<file path="config.mk">
export PLATFORM = sky130hd
export DESIGN_NAME = rvh_l1d_mshr_refill_ctrl
export DESIGN_NICKNAME = d
export VERILOG_FILES = /design/src/rtl/rvh_l1d_mshr_refill_ctrl.sv
export SDC_FILE = /design/constraint.sdc
export NUM_CORES = 1
export LEC_CHECK = 0
export BUFFER_PORTS_ARGS = -buffer_cell sky130_fd_sc_hd__buf_2
export CAP_MARGIN = 20
export CORE_AREA = 3 3 234 236
export DETAILED_ROUTE_END_ITERATION = 8
export DIE_AREA = 0 0 237 239
export PLACE_DENSITY = 0.6
export SLEW_MARGIN = 10
export SYNTH_ARGS = -nofsm -noshare
export SYNTH_HDL_FRONTEND = slang
export SYNTH_SLANG_ARGS = --single-unit
export TNS_END_PERCENT = 50
</file>
<file path="constraint.sdc">
create_clock -name clk -period 2.2 [get_ports clk]
set_input_delay 0.44 -clock clk [delete_from_list [all_inputs] [get_ports clk]]
set_output_delay 0.44 -clock clk [all_outputs]
set_load 0.005 [all_outputs]
</file>
<file path="src/rtl/rvh_l1d_mshr_refill_ctrl.sv">
// MSHR valid vector owner and refill line assembler: collects L2 beats, writes the line to L1D, then frees the entry.
// Write request one cycle after the last beat, release pulse the next cycle; refill_rdy_o drops while a line is written back.
module rvh_l1d_mshr_refill_ctrl #(
  parameter int MSHR_NUM   = 4,
  parameter int MSHR_ID_W  = (MSHR_NUM > 1 ? $clog2(MSHR_NUM) : 1),
  parameter int BEAT_W     = 64,
  parameter int BEAT_NUM   = 8,
  parameter int BEAT_CNT_W = $clog2(BEAT_NUM),
  parameter int LINE_W     = BEAT_W * BEAT_NUM
) (
  input  logic                 clk,
  input  logic                 rst_n,
  input  logic                 alloc_vld_i,
  input  logic [MSHR_ID_W-1:0] alloc_id_i,
  output logic [MSHR_NUM-1:0]  mshr_bank_valid_o,
  input  logic                 refill_vld_i,
  output logic                 refill_rdy_o,
  input  logic [MSHR_ID_W-1:0] refill_mshr_id_i,
  input  logic [BEAT_W-1:0]    refill_data_i,
  input  logic                 refill_last_i,
  output logic                 l1d_wr_vld_o,
  input  logic                 l1d_wr_rdy_i,
  output logic [MSHR_ID_W-1:0] l1d_wr_mshr_id_o,
  output logic [LINE_W-1:0]    l1d_wr_data_o,
  output logic                 mshr_release_vld_o,
  output logic [MSHR_ID_W-1:0] mshr_release_id_o,
  output logic                 proto_err_o
);

  typedef enum logic [1:0] {
    S_IDLE,
    S_RECV,
    S_WRITE,
    S_RELEASE
  } state_t;

  localparam logic [BEAT_CNT_W-1:0] LP_CNT_LAST = BEAT_CNT_W'(BEAT_NUM - 1);

  state_t                 r_state;
  state_t                 w_state_nxt;
  logic [MSHR_ID_W-1:0]   r_id;
  logic [BEAT_CNT_W-1:0]  r_cnt;
  logic [LINE_W-1:0]      r_line;
  logic [MSHR_NUM-1:0]    r_valid;
  logic [MSHR_NUM-1:0]    w_valid_nxt;
  logic                   r_rel_vld;
  logic                   r_err;
  logic                   w_acc;
  logic                   w_refill_err;
  logic                   w_alloc_err;
  logic                   w_alloc_hit;
  logic                   w_tgt_invalid;

  assign refill_rdy_o       = (r_state == S_IDLE) || (r_state == S_RECV);
  assign l1d_wr_vld_o       = (r_state == S_WRITE);
  assign w_acc              = refill_vld_i && refill_rdy_o;
  assign mshr_bank_valid_o  = r_valid;
  assign l1d_wr_mshr_id_o   = r_id;
  assign l1d_wr_data_o      = r_line;
  assign mshr_release_vld_o = r_rel_vld;
  assign mshr_release_id_o  = r_id;
  assign proto_err_o        = r_err;

  // Ids beyond MSHR_NUM never match an entry, so they read as invalid.
  always_comb begin
    w_tgt_invalid = 1'b1;
    for (int i = 0; i < MSHR_NUM; i++) begin
      if (refill_mshr_id_i == MSHR_ID_W'(i)) begin
        w_tgt_invalid = !r_valid[i];
      end
    end
  end

  always_comb begin
    w_state_nxt  = r_state;
    w_refill_err = 1'b0;
    case (r_state)
      S_IDLE: begin
        if (w_acc) begin
          w_state_nxt  = refill_last_i ? S_WRITE : S_RECV;
          w_refill_err = refill_last_i || w_tgt_invalid;
        end
      end
      S_RECV: begin
        if (w_acc) begin
          if (r_cnt == LP_CNT_LAST) begin
            w_state_nxt = S_WRITE;
            if (!refill_last_i) w_refill_err = 1'b1;
          end else if (refill_last_i) begin
            w_state_nxt  = S_WRITE;
            w_refill_err = 1'b1;
          end
          if (refill_mshr_id_i != r_id) w_refill_err = 1'b1;
        end
      end
      S_WRITE: begin
        if (l1d_wr_rdy_i) w_state_nxt = S_RELEASE;
      end
      S_RELEASE: begin
        w_state_nxt = S_IDLE;
      end
      default: begin
        w_state_nxt = S_IDLE;
      end
    endcase
  end

  // Allocation wins over a same-cycle release of the same entry.
  always_comb begin
    w_valid_nxt = r_valid;
    w_alloc_err = 1'b0;
    w_alloc_hit = 1'b0;
    for (int i = 0; i < MSHR_NUM; i++) begin
      if (alloc_vld_i && (alloc_id_i == MSHR_ID_W'(i))) begin
        w_alloc_hit    = 1'b1;
        w_valid_nxt[i] = 1'b1;
        if (r_valid[i]) w_alloc_err = 1'b1;
      end else if ((r_state == S_RELEASE) && (r_id == MSHR_ID_W'(i))) begin
        w_valid_nxt[i] = 1'b0;
      end
    end
    if (alloc_vld_i && !w_alloc_hit) w_alloc_err = 1'b1;
  end

  always_ff @(posedge clk or negedge rst_n) begin
    if (!rst_n) begin
      r_state <= S_IDLE;
    end else begin
      r_state <= w_state_nxt;
    end
  end

  always_ff @(posedge clk or negedge rst_n) begin
    if (!rst_n) begin
      r_id      <= '0;
      r_cnt     <= '0;
      r_line    <= '0;
      r_valid   <= '0;
      r_rel_vld <= 1'b0;
      r_err     <= 1'b0;
    end else begin
      r_valid   <= w_valid_nxt;
      r_err     <= r_err | w_refill_err | w_alloc_err;
      r_rel_vld <= (r_state == S_WRITE) && l1d_wr_rdy_i;
      if (w_acc) begin
        if (r_state == S_IDLE) begin
          r_id              <= refill_mshr_id_i;
          r_line[BEAT_W-1:0] <= refill_data_i;
          r_cnt             <= BEAT_CNT_W'(1);
        end else begin
          for (int b = 0; b < BEAT_NUM; b++) begin
            if (r_cnt == BEAT_CNT_W'(b)) begin
              r_line[b*BEAT_W +: BEAT_W] <= refill_data_i;
            end
          end
          r_cnt <= r_cnt + 1'b1;
        end
      end
      if (r_state == S_RELEASE) r_cnt <= '0;
    end
  end

endmodule

</file>
## Word-level counts from Yosys, hierarchy flattened

Index checks and enable logic that the tools add are counted.

| storage, ports and cells | value |
|---|---|
| output and inout bits | 524 |
| memories | 0 |
| memory bits (read-only) | 0 |
| bits in writable memories | 0 |
| flip-flop bits (word level) | 525 |
| latch bits | 0 |
| logic and storage cells | 128 |

| cells by class | value |
|---|---|
| add/sub/neg operators | 1 |
| shift-type cells | 0 |
| bitwise gates (word level) | 3 |
| multiply operators | 0 |
| magnitude comparators | 0 |
| div/mod/pow operators | 0 |
| muxes and demuxes | 44 |
| reduce and logical (&&, ||, !) cells | 39 |
| equal/unequal tests | 24 |

Operators with widths:

| kind | number |
|---|---|
| 64-bit 2-to-1 mux | 2 |
| 1-bit 2-to-1 mux | 31 |
| 3-bit AND reduction | 7 |
| 2-bit equality test, second input constant | 8 |
| 3-bit equality test, second input constant | 4 |
| 2-bit 2-to-1 mux | 6 |
| 2-bit nonzero test | 6 |
| 1-bit logical AND | 11 |
| 3-bit 2-to-1 mux | 3 |
| 2-bit by 1-bit equality test with 1-bit output, second input constant | 4 |
| 2-bit logical NOT | 4 |
| 2-bit case mux with 4 select lines | 1 |
| 3-bit by 2-bit equality test with 1-bit output, second input constant | 2 |
| 1-bit logical NOT | 5 |
| 2-bit != test, second input constant | 2 |
| 2-bit AND reduction | 2 |
| 4-bit AND reduction | 1 |
| 3-bit by 1-bit adder with 3-bit output, second input constant | 1 |
| 3-bit by 1-bit equality test with 1-bit output, second input constant | 1 |
| 3-bit logical NOT | 1 |
| 3-bit by 2-bit != test with 1-bit output, second input constant | 1 |
| 1-bit logical OR | 2 |
| 2-bit by 1-bit != test with 1-bit output, second input constant | 1 |
| 2-bit != test | 1 |
| 3 further kinds | 4 |

## Depth between registers and ports, before layout

| logic depth | value |
|---|---|
| depth after elaboration | 11 |
| mapped depth | 8 |
| gate-level depth less buffers | 5 |

## Worst setup path before layout

OpenSTA, ideal clock, no wires.

| path | value |
|---|---|
| kind | register to register |
| start point | reg r_state[1] |
| end point | reg r_line[23], in the netlist l1d_wr_data_o[23] |
| required time | 2075 ps |
| slack | 244 ps |
| arrival time | 1832 ps |
| cell stages (with the launch flop) | 8 |
| path buffers | 2 |
| setup time | 125 ps |
| cell sequence | dfrtp_1 > inv_1 > ha_1 > buf_4 > and3b_1 > o21ai_2 > buf_4 > mux2_2 |

| on the way | value |
|---|---|
| cells in the longest elaborated chain, start to end | 4 |
| elaborated cells between the ends (all ways) | 7 |
| those cells by class | eq/ne: 1; mux: 1; reduce/logical: 5 |

RTL lines:

| element | RTL line | text |
|---|---|---|
| start, declared | 39 | `state_t r_state;` |
| start signal, assigned | 129 | `r_state <= w_state_nxt;` |
| 2-bit by 1-bit equality test with 1-bit output / 2-bit logical NOT (equally long branches) | 54, 146 |  |
| 1-bit logical OR | 54 | `assign refill_rdy_o = (r_state == S_IDLE) \|\| (r_state == S_RECV);` |
| 1-bit logical AND | 56 | `assign w_acc = refill_vld_i && refill_rdy_o;` |
| 2-bit AND reduction (no line) | n/a |  |
| end signal, assigned by index | 148 | `r_line[BEAT_W-1:0] <= refill_data_i;` |
| end signal, assigned by index | 153 | `r_line[b*BEAT_W +: BEAT_W] <= refill_data_i;` |
| end, declared | 43 | `logic [LINE_W-1:0] r_line;` |

Several ways; a longest one is shown, not always the timed one.
A chain may end at the register's enable or synchronous reset.

## Worst setup path after layout

| path | value |
|---|---|
| start point | reg r_state[0] |
| end point | out refill_rdy_o |

| on the way | value |
|---|---|
| cells in the longest elaborated chain, start to end | 2 |
| elaborated cells between the ends (all ways) | 3 |
| those cells by class | eq/ne: 1; reduce/logical: 2 |

RTL lines:

| element | RTL line | text |
|---|---|---|
| 2-bit by 1-bit equality test with 1-bit output / 2-bit logical NOT (equally long branches) | 54 |  |
| 1-bit logical OR * | 54 |  |
| end, declared | 17 | `output logic refill_rdy_o,` |

Every way passes the cells marked *; elsewhere a longest branch is shown, timed or not.

==> results.ini <==
[timing]
hold_viol_final = 0
slew_headroom_pct = 65.9
finalSetupViolCount = 0
fin_crit_ns = 2.12
drv_slew = 0
fmax_mhz = 472
layout_worst_path_cycle_share_pct = 96.2
worst_pin_slew_ns = 0.511
final.setup_skew_ns = 0.0135
rsz0062_at_grt = true
hold_ws_ns = 0.113

[global_routing]
grt_max_degree = 79
antenna_found_initial = 6
grt_overflow = 0
grt_usage_pct = 20.3
grt_pass1_wl_mm = 88.0
grt_pass1_vias = 13200

[outcome]
status = complete, no violations

[pwr]
swShare_pct = 29.0
power_frac_comb_pct = 29.7
pwr-share-seq_pct = 43.2
ir_drop_uv = 776
p_switching_w = 0.00992
p_per_area_nw_per_um2 = 1290
power_leakage_nw = 14.8
p_int_w = 0.0242
power_frac_clock_pct = 27.1

[final_layout]
final_cell_mix = buf_2 (595), dfrtp_1 (525), mux2_2 (376)
syn_to_final_growth_pct = 30.3
stdcell_count = 2559
nets = 1909
layout_commonest_cell = buf_2
drive_gt1_share_pct = 67.2

[place]
dp_hpwl_mm = 41.9
dp_cells = 2450
io_buffers = 597
place_congestion = 0.802

[synth]
synth_top_cell_area_share_pct = 64.6
synth_area_sq_um = 20300
ys_ff_latch = 525
ys_warn_count = 0
synth-seq-area-share_pct = 64.6
ys_top_cells_by_area = dfrtp_1 (65%), mux2_2 (21%), mux2_4 (8.9%)
syn-instance-count = 1169
synthesis.nets = 1254
synth_largest_area_cell = dfrtp_1
avgSynthCellArea_sq_um = 17.4
synth.distinct_cells = 31

[routing]
antenna_left = 0
drcViolationCount = 0
detailedRoute.firstPassIterationCount = 5
wl_per_cell_um = 23.1
wl_mm = 59.2
drtIter0Drc = 478
viasPerCell = 4.94
vias = 12600

[cts]
clkLatencyLatePin_ns = 0.58
cts.sinks = 525
clk_path_buf_depth = 3
cts.reportedPaths.clkPinSlew_ns = 0.06
cts_tree = done
htreeDepth = 2
cts-buffers-inserted = 55
root_buffer = clkbuf_16

[critical_path]
crit_end = refill_rdy_o
end_kind = output port
critPathRequiredTime_ns = 1.76
start_kind = flip-flop
startpoint = r_state[0]
r2r_slack_ns = 0.11
cp_common_cell = buf_6
r2r-end = l1d_wr_data_o[23]
crit_arrival_ns = 1.68
reg2reg_depth = 7
crit_chain = buf_6 -> ha_4 -> buf_6 -> nor2_4 -> inv_2 -> buf_6
worstPathMaxFanout = 2
worst_path_largest_cell_delay_ns = 0.40
worstReg2RegStart = r_state[0]
slowest_stage = dfrtp_1
crit_type = flip-flop to output port

[worst_hold_path]
hold_start = alloc_id_i[0]
hold_path_class = primary input to flip-flop

[floorplan]
die_w_um = 237
ios = 598
initial_core_util_pct = 38.6
rows = 84
core_area_sq_um = 52700
die_h_um = 239
dieArea_sq_um = 56600

[flow_run]
drv_cap = 0

## critical path, delay by kind of cell (launching register included)
kind / cells / cell delay (ns)
adders and majority gates: 1 / 0.15
buffers and inverters: 4 / 0.42
DFF: 1 / 0.40
and+or+nand+nor: 1 / 0.11
## worst min-delay path by stage
stage | to | depth (start not counted)
after global routing | mshr_bank_valid_o[2] | 2
final | mshr_bank_valid_o[2] | 2
after global placement | l1d_wr_data_o[492] | 1
after floorplan | l1d_wr_data_o[0] | 0
after detailed placement | l1d_wr_data_o[302] | 1
after CTS | mshr_bank_valid_o[2] | 2
## layout make-up
class / instances / area (sq um)
fill: 4548 / 26100
antenna: 4 / 10.0
sequential: 525 / 13100
timing repair buffer: 653 / 3780
clock inverter: 17 / 169
multi-input combinational: 580 / 6870
inverter: 9 / 33.8
tap: 688 / 861
clock buffer: 83 / 1650
## state kept, by name, indices dropped and copies added, names as in the netlist
| signal | flops |
|---|---|
| l1d_wr_mshr_id_o | 2 |
| mshr_release_vld_o | 1 |
| r_state | 2 |
| proto_err_o | 1 |
| r_cnt | 3 |
| mshr_bank_valid_o | 4 |
| l1d_wr_data_o | 512 |
## repair_timing
item | 4_1_cts | 5_1_grt
hold endpoints to repair | 32 | 0
gates resized for setup | 8 | 5
pin swaps | 0 | 1
setup buffers | 3 | 1
hold buffers | 1 | 0
endpoints found under the setup margin | 1 | 1
## metrics by stage
stage	util, %	area (sq um)	setup WS, ns	total power [W]	TNS [ns]
after global routing	50.4	26500	-0.00780	0.0360	-0.00780
after CTS	50.3	26500	0.0190	0.0346	0
final	50.4	26500	0.0825	0.0342	0
after detailed placement	46.7	24600	0.0743	0.0251	0
after floorplan	-	20300	0.244	0.0194	0
after global placement	46.7	24600	0.107	0.0248	0
## cell usage after synthesis (all sizes together)
cell type	number
dfrtp	525
xnor2	3
nand2b	3
buf	55
or3b	1
a21o	1
o21ai	11
and3b	2
o41ai	1
ha	11
o21bai	1
mux2	515
inv	9
o221ai	1
mux4	2
and2	1
nand4	2
or3	2
nand2	10
a41o	1
nor2b	1
mux2i	4
nor2	5
nand3	2
## metal layers
metal / vias up / routed length [um] / share of wire [%] / track usage (%)
li1: 5470 / - / - / -
met1: 6648 / 24500 / 41 / 26.4
met2: 412 / 28900 / 49 / 33.3
met3: 99 / 4000 / 6.8 / 5.49
met4: 4 / 1700 / 2.9 / 6.45
met5: - / 21 / 0.036 / 0
## cells by family after synthesis
kind of cell / share of synthesized area, %
DFF: 64.6
muxes: 31.1
buffers and inverters: 2.04
and+or+nand+nor: 0.959
AOI/OAI and AO/OA: 0.498
adders and majority gates: 0.676
xor gates and xnor gates: 0.129
## power groups by stage
stage	clock, W	sequential, W	combinational (W)
5_1_grt	0.00991	0.0152	0.0109
2_1_floorplan	0	0.0149	0.00447
6_report	0.00925	0.0148	0.0101
3_3_place_gp	0	0.0148	0.00998
3_5_place_dp	0	0.0149	0.0102
4_1_cts	0.00953	0.0148	0.0103
No activity file was read; power rests on OpenSTA's default activity.
